`src/rtl/im_loader.sv`:
```
// rtl/im_loader.sv - instruction ROM image loader with XOR checksum and CPU hold
//
// Purpose:
//   Accepts a program image as a valid/ready word stream framed as
//   { N, word[0] .. word[N-1], C } and writes word[i] to the instruction
//   memory at word address i. C must equal the XOR of all N words. The CPU
//   is held in reset until an image has loaded with a matching checksum.
//
// Ports:
//   clk        in   system clock, rising edge
//   reset      in   asynchronous active-high reset
//   start      in   begin a load; honoured only in IDLE, DONE or ERR
//   in_valid   in   stream word valid
//   in_data    in   stream word
//   in_ready   out  loader accepts in_data this cycle (state-only decode)
//   w_addr     out  instruction memory write address (word index)
//   w_data     out  instruction memory write data
//   w_en       out  instruction memory write strobe, one cycle per word
//   busy       out  loading in progress (HDR, LOAD or CHK)
//   done       out  image loaded and checksum matched
//   err        out  bad length or checksum mismatch
//   cpu_hold   out  keep CPU in reset; low only in DONE

module im_loader #(
  parameter int ADDR_W = 10,
  parameter int DATA_W = 32
) (
  input  logic              clk,
  input  logic              reset,
  input  logic              start,
  input  logic              in_valid,
  input  logic [DATA_W-1:0] in_data,
  output logic              in_ready,
  output logic [ADDR_W-1:0] w_addr,
  output logic [DATA_W-1:0] w_data,
  output logic              w_en,
  output logic              busy,
  output logic              done,
  output logic              err,
  output logic              cpu_hold
);

  // Largest legal image length, compared against the full header word so
  // that headers with any upper bit set are rejected.
  localparam logic [DATA_W-1:0] DEPTH = DATA_W'(1) << ADDR_W;
  localparam logic [ADDR_W:0]   ONE   = {{ADDR_W{1'b0}}, 1'b1};

  typedef enum logic [2:0] {
    S_IDLE = 3'd0,
    S_HDR  = 3'd1,
    S_LOAD = 3'd2,
    S_CHK  = 3'd3,
    S_DONE = 3'd4,
    S_ERR  = 3'd5
  } state_t;

  state_t              state_q, state_d;
  // addr/cnt carry one extra bit so a 1024-word image counts to 1024
  // without wrapping back onto address 0.
  logic [ADDR_W:0]     addr_q, addr_d;
  logic [ADDR_W:0]     cnt_q, cnt_d;
  logic [DATA_W-1:0]   acc_q, acc_d;

  logic                xfer;
  logic                hdr_bad;

  assign hdr_bad = (in_data == '0) || (in_data > DEPTH);
  assign xfer    = in_valid && in_ready;

  always_ff @(posedge clk or posedge reset) begin
    if (reset) begin
      state_q <= S_IDLE;
      addr_q  <= '0;
      cnt_q   <= '0;
      acc_q   <= '0;
    end else begin
      state_q <= state_d;
      addr_q  <= addr_d;
      cnt_q   <= cnt_d;
      acc_q   <= acc_d;
    end
  end

  always_comb begin
    state_d  = state_q;
    addr_d   = addr_q;
    cnt_d    = cnt_q;
    acc_d    = acc_q;
    in_ready = 1'b0;
    w_en     = 1'b0;
    w_addr   = '0;
    w_data   = '0;

    unique case (state_q)
      S_IDLE, S_DONE, S_ERR: begin
        if (start) begin
          state_d = S_HDR;
        end
      end

      S_HDR: begin
        in_ready = 1'b1;
        if (xfer) begin
          if (hdr_bad) begin
            state_d = S_ERR;
          end else begin
            cnt_d   = in_data[ADDR_W:0];
            addr_d  = '0;
            acc_d   = '0;
            state_d = S_LOAD;
          end
        end
      end

      S_LOAD: begin
        in_ready = 1'b1;
        // Write port follows the stream directly; the strobe is the
        // handshake itself so a gap cycle never writes.
        w_addr   = addr_q[ADDR_W-1:0];
        w_data   = in_data;
        w_en     = xfer;
        if (xfer) begin
          acc_d  = acc_q ^ in_data;
          addr_d = addr_q + ONE;
          if (addr_q == cnt_q - ONE) begin
            state_d = S_CHK;
          end
        end
      end

      S_CHK: begin
        in_ready = 1'b1;
        if (xfer) begin
          state_d = (in_data == acc_q) ? S_DONE : S_ERR;
        end
      end

      default: begin
        state_d = S_IDLE;
      end
    endcase
  end

  assign busy     = (state_q == S_HDR) || (state_q == S_LOAD) || (state_q == S_CHK);
  assign done     = (state_q == S_DONE);
  assign err      = (state_q == S_ERR);
  assign cpu_hold = (state_q != S_DONE);

endmodule

```
`config.mk`:
```
export PLATFORM = sky130hd
export DESIGN_NAME = im_loader
export DESIGN_NICKNAME = d
export VERILOG_FILES = /design/src/rtl/im_loader.sv
export SDC_FILE = /design/constraint.sdc
export NUM_CORES = 1
export LEC_CHECK = 0
export ABC_AREA = 1
export BUFFER_PORTS_ARGS = -buffer_cell sky130_fd_sc_hd__buf_2
export CAP_MARGIN = 20
export CORE_MARGIN = 10
export CORE_UTILIZATION = 55
export DETAILED_ROUTE_END_ITERATION = 8
export GPL_TIMING_DRIVEN = 0
export PLACE_DENSITY_LB_ADDON = 0.05
export SLEW_MARGIN = 20
export SYNTH_ARGS = -nofsm -noshare
export SYNTH_HDL_FRONTEND = slang
export SYNTH_SLANG_ARGS = --single-unit
```
`constraint.sdc`:
```
create_clock -name clk -period 2.5 [get_ports clk]
set_clock_uncertainty 0.2 [all_clocks]
set_input_delay 0.125 -clock clk [delete_from_list [all_inputs] [get_ports clk]]
set_output_delay 0.125 -clock clk [all_outputs]
set_load 0.01 [all_outputs]
```
==> results.md, run 1 <==
- The flow ran to the end, and the final reports show no timing, DRC or antenna violations.
- The remaining design rule violation count is 0.
- The distinct cell type count after synthesis is 34.
- The worst pin sits at a relative slew slack of 0.651.
- The root buffer cell is sky130_fd_sc_hd__clkbuf_8.
- The number of primary I/O pins is 84.
- Of the total power, the share spent switching nets is 0.330.
- Averaged over all synthesized cells, the footprint is 7.05 sq um.
- The critical path contains buffers and inverters numbering 4 combined.
- Synthesis produced a netlist whose cell count is 549.
- The count of antenna-violating nets left after detailed routing is 0.
- In this run the most critical hold path is launched from in_data[27].
- The setup slack at placement is 0.250 ns.
- The pin count of the biggest net entering global routing is 58.
- The number of buffers inserted during clock tree synthesis is 9.
- The overall routing resource usage is 0.217.
- The die is 104 um wide.
- The final RePlAce weighted congestion is 0.903.
- In the layout the commonest cells are 138 x sky130_fd_sc_hd__nand2_1, 95 x sky130_fd_sc_hd__nor2_1, 87 x sky130_fd_sc_hd__buf_2.
- The HPWL after detailed placement is 8610 um.
- For this run, the register share of the synthesized area comes to 0.368.
- The dominant register cell in the synthesized netlist is sky130_fd_sc_hd__dfrtp_1.
- The core occupancy in the finished layout is 0.733.
- The clock passes through at most 2 buffers.
- The maximum cell stage delay along the critical path is 0.46 ns.
- The ratio of total power to cell area is 621 nW/um^2.
- In this run, placement finished with an instance count of 729.
- The number of nets in the synthesized netlist is 587.
- After synthesis the netlist holds a flip-flop and latch count of 57.
- The internal power consumption is 2.08 mW.
- The number of nets at the end of the flow is 713.
- Leaving out fill and tap cells, the most frequent cell in the layout is sky130_fd_sc_hd__nand2_1.
- The completed layout was analyzed and its total power is 3.11 mW.
- The startpoint identified for the worst register-to-register timing path is cnt_q[0]$_DFFE_PP0P_.
- Setup violations remaining at the end of the flow were counted as 0.
- In this run the tool buffered the top-level ports with 83 buffer cells.
- The overall overflow remaining after global route is 0.
- The number of enable flip-flop cells after synthesis is 0.
- The synthesized netlist occupies a cell area of 3870 sq um.
- Setup slack on the critical path of the routed design comes to 0.156 ns.
- CTS built an H-tree with a depth of 3.
- Summing over every cut layer, the via total after detailed routing is 4033.
- The area of the die is 10800 sq um.
- The CTS tree is done.
- The area overhead of the layout relative to synthesis is 29.3%.
- The worst reg2reg path depth is 14.
- For this block, the routed nets add up to 11600 um of wire.
- The row count is 30.
- The first detailed-routing pass took 5 iterations.
- In this run the register-to-register setup slack is 0.26 ns.
- In the finished design, the share of the clock period the worst path needs comes to 0.938.
- The path with the worst hold slack has its endpoint at acc_q[27]$_DFFE_PP0P_.
- The worst-path cell with the longest stage delay is sky130_fd_sc_hd__dfrtp_1.
- The worst setup path is captured at a primary output.
- The non-filler instance count after layout is 776.
- The highest ir drop seen on vdd is 0.000386 V.
- Of the total power, registers draw 0.370.
- The worst register-to-register path ends at state_q[2]$_DFFE_PP0P_.
- The number of antenna violations at the first check in global routing came to 0.
- The share of post-route cells with drive strength above 1 is 0.200.
- The clock-pin slew of the registers on the worst-case setup and hold paths is 0.07 ns.
- The data arrival time of the worst path is 2.02 ns.
- The die extent in y is 104 um.
- The slew at the pin closest to its max-slew limit is 0.523 ns.
- The setup path with the least slack is of type register to primary output.
- The minimum period implied by the final worst setup slack is 2.34 ns.
- The floorplan step defined a core boundary enclosing 6830 sq um.
- The maximum fanout along the worst path is 10.
- After routing, the total negative slack on setup checks comes to 0 ns.
- The min-delay analysis places its worst path in the category primary input to register.
- Walking the worst path, the cells encountered are inv_1 -> nand3_1 -> clkbuf_2 -> clkbuf_1 -> nor2_1 -> buf_2.
- The wire length of the first global-routing pass is 19800 um.
- Along the worst hold path, the cell count comes to 3.
- The power spent charging and discharging nets is 1.03 mW.
- The Yosys step of the flow raised 0 warnings.
- The number of global-route vias before repair is 4155.
- The final max-slew violation count was 0.
- Once the clock tree was built, the setup fixing pass inserted 0 buffers.
- The repair_antennas step left the layout with diodes totalling 0.
- For this design, the sink count on the clock tree is 57.
- The later pin in the worst-skew pair is clocked with a latency of 0.34 ns.
- The fraction of power consumed by the clock network is 0.353.
- The portion of total power attributed to combinational logic is 0.278.
- Using the TritonRoute via totals, the vias-per-cell ratio works out to 5.20.
- The count of endpoints failing hold in the final timing report is 0.
- After detailed routing, the average wire length per cell comes to 14.9 um.
- Of all flip-flops after synthesis, the portion carrying an async set or reset was 1.00.
- Setup repair after global routing left no endpoint under its margin.
- The required time of the worst setup path is 2.17 ns.
- The initial DRC count is 268.
- The maximum clock rate is 0.427 GHz.
- The kind of start point of the critical path is a register.
- The tool flagged a number of max-cap violations equal to 0.
- The leakage power is 2.55 nW.
- For this configuration, the core starts out at a cell density of 0.567.
- The cell family contributing the most delay on the critical path is buffers and inverters.
## flip-flops by register name (all words and copies together), names as in the netlist
name and cells:
cnt_q 11, addr_q 11, acc_q 32, state_q 3
## worst max path at each step
stage / from / cells after the start / slack [ns] / end
3_5_place_dp: cnt_q[0]$_DFFE_PP0P_ / 14 / 0.25 / state_q[1]$_DFFE_PP0P_
3_3_place_gp: reset / 2 / 0.005 / acc_q[26]$_DFFE_PP0P_
5_1_grt: state_q[0]$_DFFE_PP0P_ / 6 / 0.004 / w_data[16]
4_1_cts: state_q[1]$_DFFE_PP0P_ / 6 / 0.13 / w_data[0]
6_report: state_q[0]$_DFFE_PP0P_ / 6 / 0.16 / w_data[22]
2_1_floorplan: cnt_q[0]$_DFFE_PP0P_ / 14 / 0.66 / state_q[2]$_DFFE_PP0P_
## cell type report
cell class	instances	area, sq um
inverters	64	243
plain buffers	21	133
clock inverters	6	115
clock buffers	10	138
repair buffers	115	753
fillers	569	1820
multi-input cells	407	2080
flip-flops and latches	57	1430
well taps	96	120
## cells in the mapped netlist, drive strengths merged, types with 2 or more instances
library cell,instances,area (sq um)
nand2,139,524
nor2,99,382
inv,64,240
dfrtp,57,1430
nand3,33,165
xnor2,31,272
o31ai,30,225
o21ai,23,130
nand4,13,87.6
xor2,12,105
buf,11,91.3
clkbuf,10,37.5
or2,8,50.1
nor3,7,40.0
a21oi,2,13.8
ha,2,25.0
nor4,2,12.5
## worst min-delay path: stages
cell and delay (ns):
sky130_fd_sc_hd__buf_2 0.11, sky130_fd_sc_hd__xnor2_1 0.20, sky130_fd_sc_hd__o31ai_1 0.08
## metrics by stage
| stage | instance area, sq um | hold slack (ns) |
|---|---|---|
| final | 5010 | 0.0263 |
| after global placement | 4410 | 0.233 |
| after floorplan | 3870 | 0.0783 |
| after global routing | 5010 | 0.0303 |
| after detailed placement | 4440 | -0.000612 |
| after CTS | 5000 | 0.00219 |
## cells by family after synthesis
group	share of synthesized area
AOI/OAI and AO/OA	0.102
xor gates and xnor gates	0.0973
adders and majority gates	0.00646
buffers and inverters	0.0953
DFF	0.368
and+or+nand+nor	0.331
## layer usage
metal  share of wire  track usage  up-vias  wire (um)
met2            0.53        0.396      145       6110
met1            0.40        0.246     1873       4610
met3           0.057       0.0465       19        662
met5               0            0        -          0
met4           0.016       0.0656        0        181
li1                -            -     1996          -
## repair_timing
| action | in CTS | in global routing |
|---|---|---|
| pin swaps | 0 | 0 |
| hold endpoints to repair | 97 | 0 |
| setup endpoints to repair | 21 | 12 |
| hold buffers | 31 | 0 |
| gates resized for setup | 2 | 3 |
## power groups by stage
stage | clock, mW | combinational, mW | sequential [mW]
detailed placement | 0 | 0.818 | 1.16
floorplan | 0 | 0.591 | 1.14
finish | 1.10 | 0.864 | 1.15
global route | 1.15 | 0.961 | 1.17
CTS | 1.10 | 0.858 | 1.15
global placement | 0 | 0.794 | 1.16
Note: power is estimated with default switching activity, not from simulation.
==> inputs of run 2 (changes only) <==
--- a/config.mk
+++ b/config.mk
@@ -8,7 +8,6 @@
 export ABC_AREA = 1
 export BUFFER_PORTS_ARGS = -buffer_cell sky130_fd_sc_hd__buf_2
 export CAP_MARGIN = 20
-export CORE_MARGIN = 10
 export CORE_UTILIZATION = 55
 export DETAILED_ROUTE_END_ITERATION = 8
 export GPL_TIMING_DRIVEN = 0
==> results.md, run 2 (synthesis gave the netlist of run 1 again) <==
- The area taken by multi-input logic gates is 2080 sq um (-0.12%).
- The count of endpoints failing hold in the final timing report was 0 (unchanged).
- The row count is 30 (unchanged).
- The placeable core region is 6790 sq um (-0.55%).
- The tightest hold margin is 0.0232 ns (-0.00307 ns).
- TritonCTS built the clock tree.
- The largest registers in the layout are acc_q (32), addr_q (11), cnt_q (11).
- The max-cap check violation count was 0 (unchanged).
- The number of buffers inserted by post-CTS setup repair came to 0 (unchanged).
- The highest ir drop seen on vdd is 0.000443 V (+15%).
- The fraction of power consumed by the clock network is 0.268 (-0.085).
- The x dimension of the die was 85.9 um (-17%).
- The register area came to 1430 sq um (unchanged).
- The area of placed instances came to 4410 sq um (-0.62%).
- The count of antenna-violating nets left after detailed routing came to 0 (unchanged).
- The overall overflow remaining after global route is 0 (unchanged).
- The initial standard-cell utilization of the core was 0.570 (+0.00313).
- The final RePlAce weighted congestion came to 0.926 (+2.6%).
- The minimum period implied by the final worst setup slack is 2.35 ns (+0.00501 ns).
- The pin count of the biggest net entering global routing is 58 (unchanged).
- The path class of the tightest hold or removal check is primary input to register.
- The maximum clock rate came to 0.426 GHz (-0.21%).
- The final-layout fill cell count is 576 (+1.2%).
- The flip-flop count of the largest register, all copies and words added is 32 (unchanged).
- The finished layout cell area is 4880 sq um (-2.5%).
- The maximum cell stage delay along the critical path is 0.38 ns (-0.08 ns).
- The buffer and inverter count on the worst path is 4 (unchanged).
- The number of buffers inserted during clock tree synthesis is 9 (unchanged).
- The data arrival time of the worst path was 2.02 ns (about the same).
- The number of global-route vias before repair came to 3915 (-5.8%).
- The total power of the final layout is 2.74 mW (-12%).
- The buffer depth of the longest clock path came to 2 (unchanged).
- The number of H-tree levels is 3 (unchanged).
- The die extent in y is 85.9 um (-17%).
- The setup slack at placement is 0.213 ns (-0.0371 ns).
- The core occupancy in the finished layout is 0.718 (-0.0146).
- The register with the most flip-flops in the final layout is acc_q.
- The area of the die is 7380 sq um (-32%).
- The worst setup path is launched from a register.
- The internal power consumption is 1.78 mW (-15%).
- The detailed-router iteration count before antenna repair is 5 (unchanged).
- The number of cells in the design after placement is 728 (-0.14%).
- The share of post-route cells with drive strength above 1 is 0.193 (-0.00741).
- The post-detailed-route via-to-cell ratio is 5.33 (+2.5%).
- Walking the worst path, the cells encountered are buf_2 -> nand3_1 -> clkbuf_2 -> clkbuf_1 -> nor2_1 -> buf_2.
- The remaining design rule violation count is 0 (unchanged).
- The wire length per cell is 14.4 um (-3.4%).
- STA classifies the critical path endpoint as a primary output.
- The number of nets at the end of the flow was 712 (-0.14%).
- The required time of the worst setup path is 2.17 ns (about the same).
- The final setup TNS is 0 ns (unchanged).
- The ratio of total power to cell area was 562 nW/um^2 (-9.6%).
- The clock-pin slew of the registers on the worst-case setup and hold paths is 0.06 ns (about the same).
- The number of sinks driven by the clock tree came to 57 (unchanged).
- The headroom to the max-slew limit is 0.516 (-0.135).
- The net switching share of the total power is 0.352 (+0.0217).
- The insertion delay of the later-clocked pin in the worst-skew pair is 0.33 ns (about the same).
- The slew at the pin closest to its max-slew limit is 0.727 ns (+0.203 ns).
- The number of antenna violations at the first check in global routing came to 0 (unchanged).
- The kind of cell with the highest combined delay along the critical path is buffers and inverters.
- The post-route worst setup slack is 0.151 ns (-0.00501 ns).
- The number of primary I/O pins is 84 (unchanged).
- The count of buffers inserted at the top-level ports is 83 (unchanged).
- The power spent charging and discharging nets was 0.965 mW (-6.1%).
- The run finished with clean final reports.
- The portion of total power attributed to combinational logic is 0.312 (+0.034).
- The leakage power was 2.50 nW (-2.0%).
- The final max-slew violation count is 0 (unchanged).
- The non-filler instance count after layout came to 771 (-0.64%).
- The library cells used most frequently in the layout, excluding fill and tap cells, are 138 x sky130_fd_sc_hd__nand2_1, 95 x sky130_fd_sc_hd__nor2_1, 87 x sky130_fd_sc_hd__buf_2.
- The cell occurring most often along the worst timing path is sky130_fd_sc_hd__buf_2.
- The overall routing resource usage is 0.317 (+0.0998).
- The portion of total power attributed to sequential cells came to 0.420 (+0.050).
- The area growth from synthesis to layout is 26.0%.
- The initial DRC count is 254 (-5.2%).
- The most frequent standard cell in the layout excluding fill and tap cells is sky130_fd_sc_hd__nand2_1.
- The worst-path cell with the longest stage delay is sky130_fd_sc_hd__clkbuf_1.
- Setup repair after global routing left no endpoint under its margin.
- The total via count after detailed routing is 4107 (+1.8%).
- The final clock period utilization by the worst path is 0.940 (+0.00200).
- The detailed-route wire length is 11100 um (-4.0%).
- The number of inserted diodes was 0 (unchanged).
- The total half-perimeter wirelength after legalization and detailed placement came to 8080 um (-6.2%).
- The maximum fanout along the worst path is 10 (unchanged).
- The number of setup violations in the final report is 0 (unchanged).
- Clock tree synthesis selected as its root buffer the cell sky130_fd_sc_hd__clkbuf_8.
- The category of the most critical setup path is register to primary output.
- The wire length of the first global-routing pass is 18200 um (-8.3%).
[run 2: changes by cell type in the layout (fill, tap and decap cells not counted), sizes merged]
cell	previous run	this run
clkinvlp	1	0
bufinv	3	0
clkinv	2	1
clkbuf	20	21
buf	95	94
[run 2: what timing repair did]
action | in CTS | in global routing
gates resized for setup | 1 | 4
endpoints found under the hold margin | 98 | 0
hold buffers | 31 | 0
cloned | 0 | 0
endpoints found under the setup margin | 30 | 20
pin swaps | 0 | 0
[run 2: layout make-up]
type / count / share of cell area
sequential: 57 / 0.292
clock inverter: 1 / 0.00103
inverter: 64 / 0.0497
clock buffer: 11 / 0.0310
timing repair buffer: 114 / 0.149
multi-input combinational: 407 / 0.426
buffer: 21 / 0.0272
tap: 96 / 0.0246
[run 2: layer usage]
| layer | GRT usage | vias to the layer above | share of wire |
|---|---|---|---|
| li1 | - | 1991 | - |
| met1 | 0.378 | 1921 | 0.40 |
| met2 | 0.560 | 167 | 0.51 |
| met3 | 0.0520 | 28 | 0.054 |
| met4 | 0.144 | 0 | 0.029 |
| met5 | 0 | - | 0 |
[run 2: final timing paths]
kind                                             start                      to  slack, ns  depth (start not counted)
worst min-delay path                       in_data[27]   acc_q[27]$_DFFE_PP0P_       0.02                          3
max in group asynchronous                        reset    cnt_q[0]$_DFFE_PP0P_       1.34                          3
min in group asynchronous                        reset    cnt_q[7]$_DFFE_PP0P_       0.26                          3
worst min register to register   acc_q[31]$_DFFE_PP0P_   acc_q[31]$_DFFE_PP0P_       0.29                          2
worst max register to register    cnt_q[0]$_DFFE_PP0P_  state_q[1]$_DFFE_PP0P_       0.26                         14
worst max-delay path            state_q[1]$_DFFE_PP0P_              w_data[16]       0.15                          6
[run 2: power by group through the flow]
stage	clock [mW]	sequential [mW]	combinational [mW]
floorplan	0	1.14	0.591
global placement	0	1.16	0.790
detailed placement	0	1.16	0.810
CTS	0.745	1.15	0.851
global route	0.779	1.16	0.952
finish	0.736	1.15	0.856
[run 2: worst reg2reg max path, stage by stage (launching register included)]
cell	delay [ns]
sky130_fd_sc_hd__dfrtp_1	0.39
sky130_fd_sc_hd__inv_1	0.17
sky130_fd_sc_hd__ha_1	0.30
sky130_fd_sc_hd__inv_1	0.09
sky130_fd_sc_hd__nand2_1	0.08
sky130_fd_sc_hd__nand2_1	0.06
sky130_fd_sc_hd__nand2_1	0.05
sky130_fd_sc_hd__nand3_1	0.07
sky130_fd_sc_hd__nor2_1	0.10
sky130_fd_sc_hd__nand3_1	0.08
sky130_fd_sc_hd__nor2_1	0.09
sky130_fd_sc_hd__nand3_1	0.20
sky130_fd_sc_hd__nand2_1	0.17
sky130_fd_sc_hd__nand2_1	0.07
sky130_fd_sc_hd__nand2_1	0.07
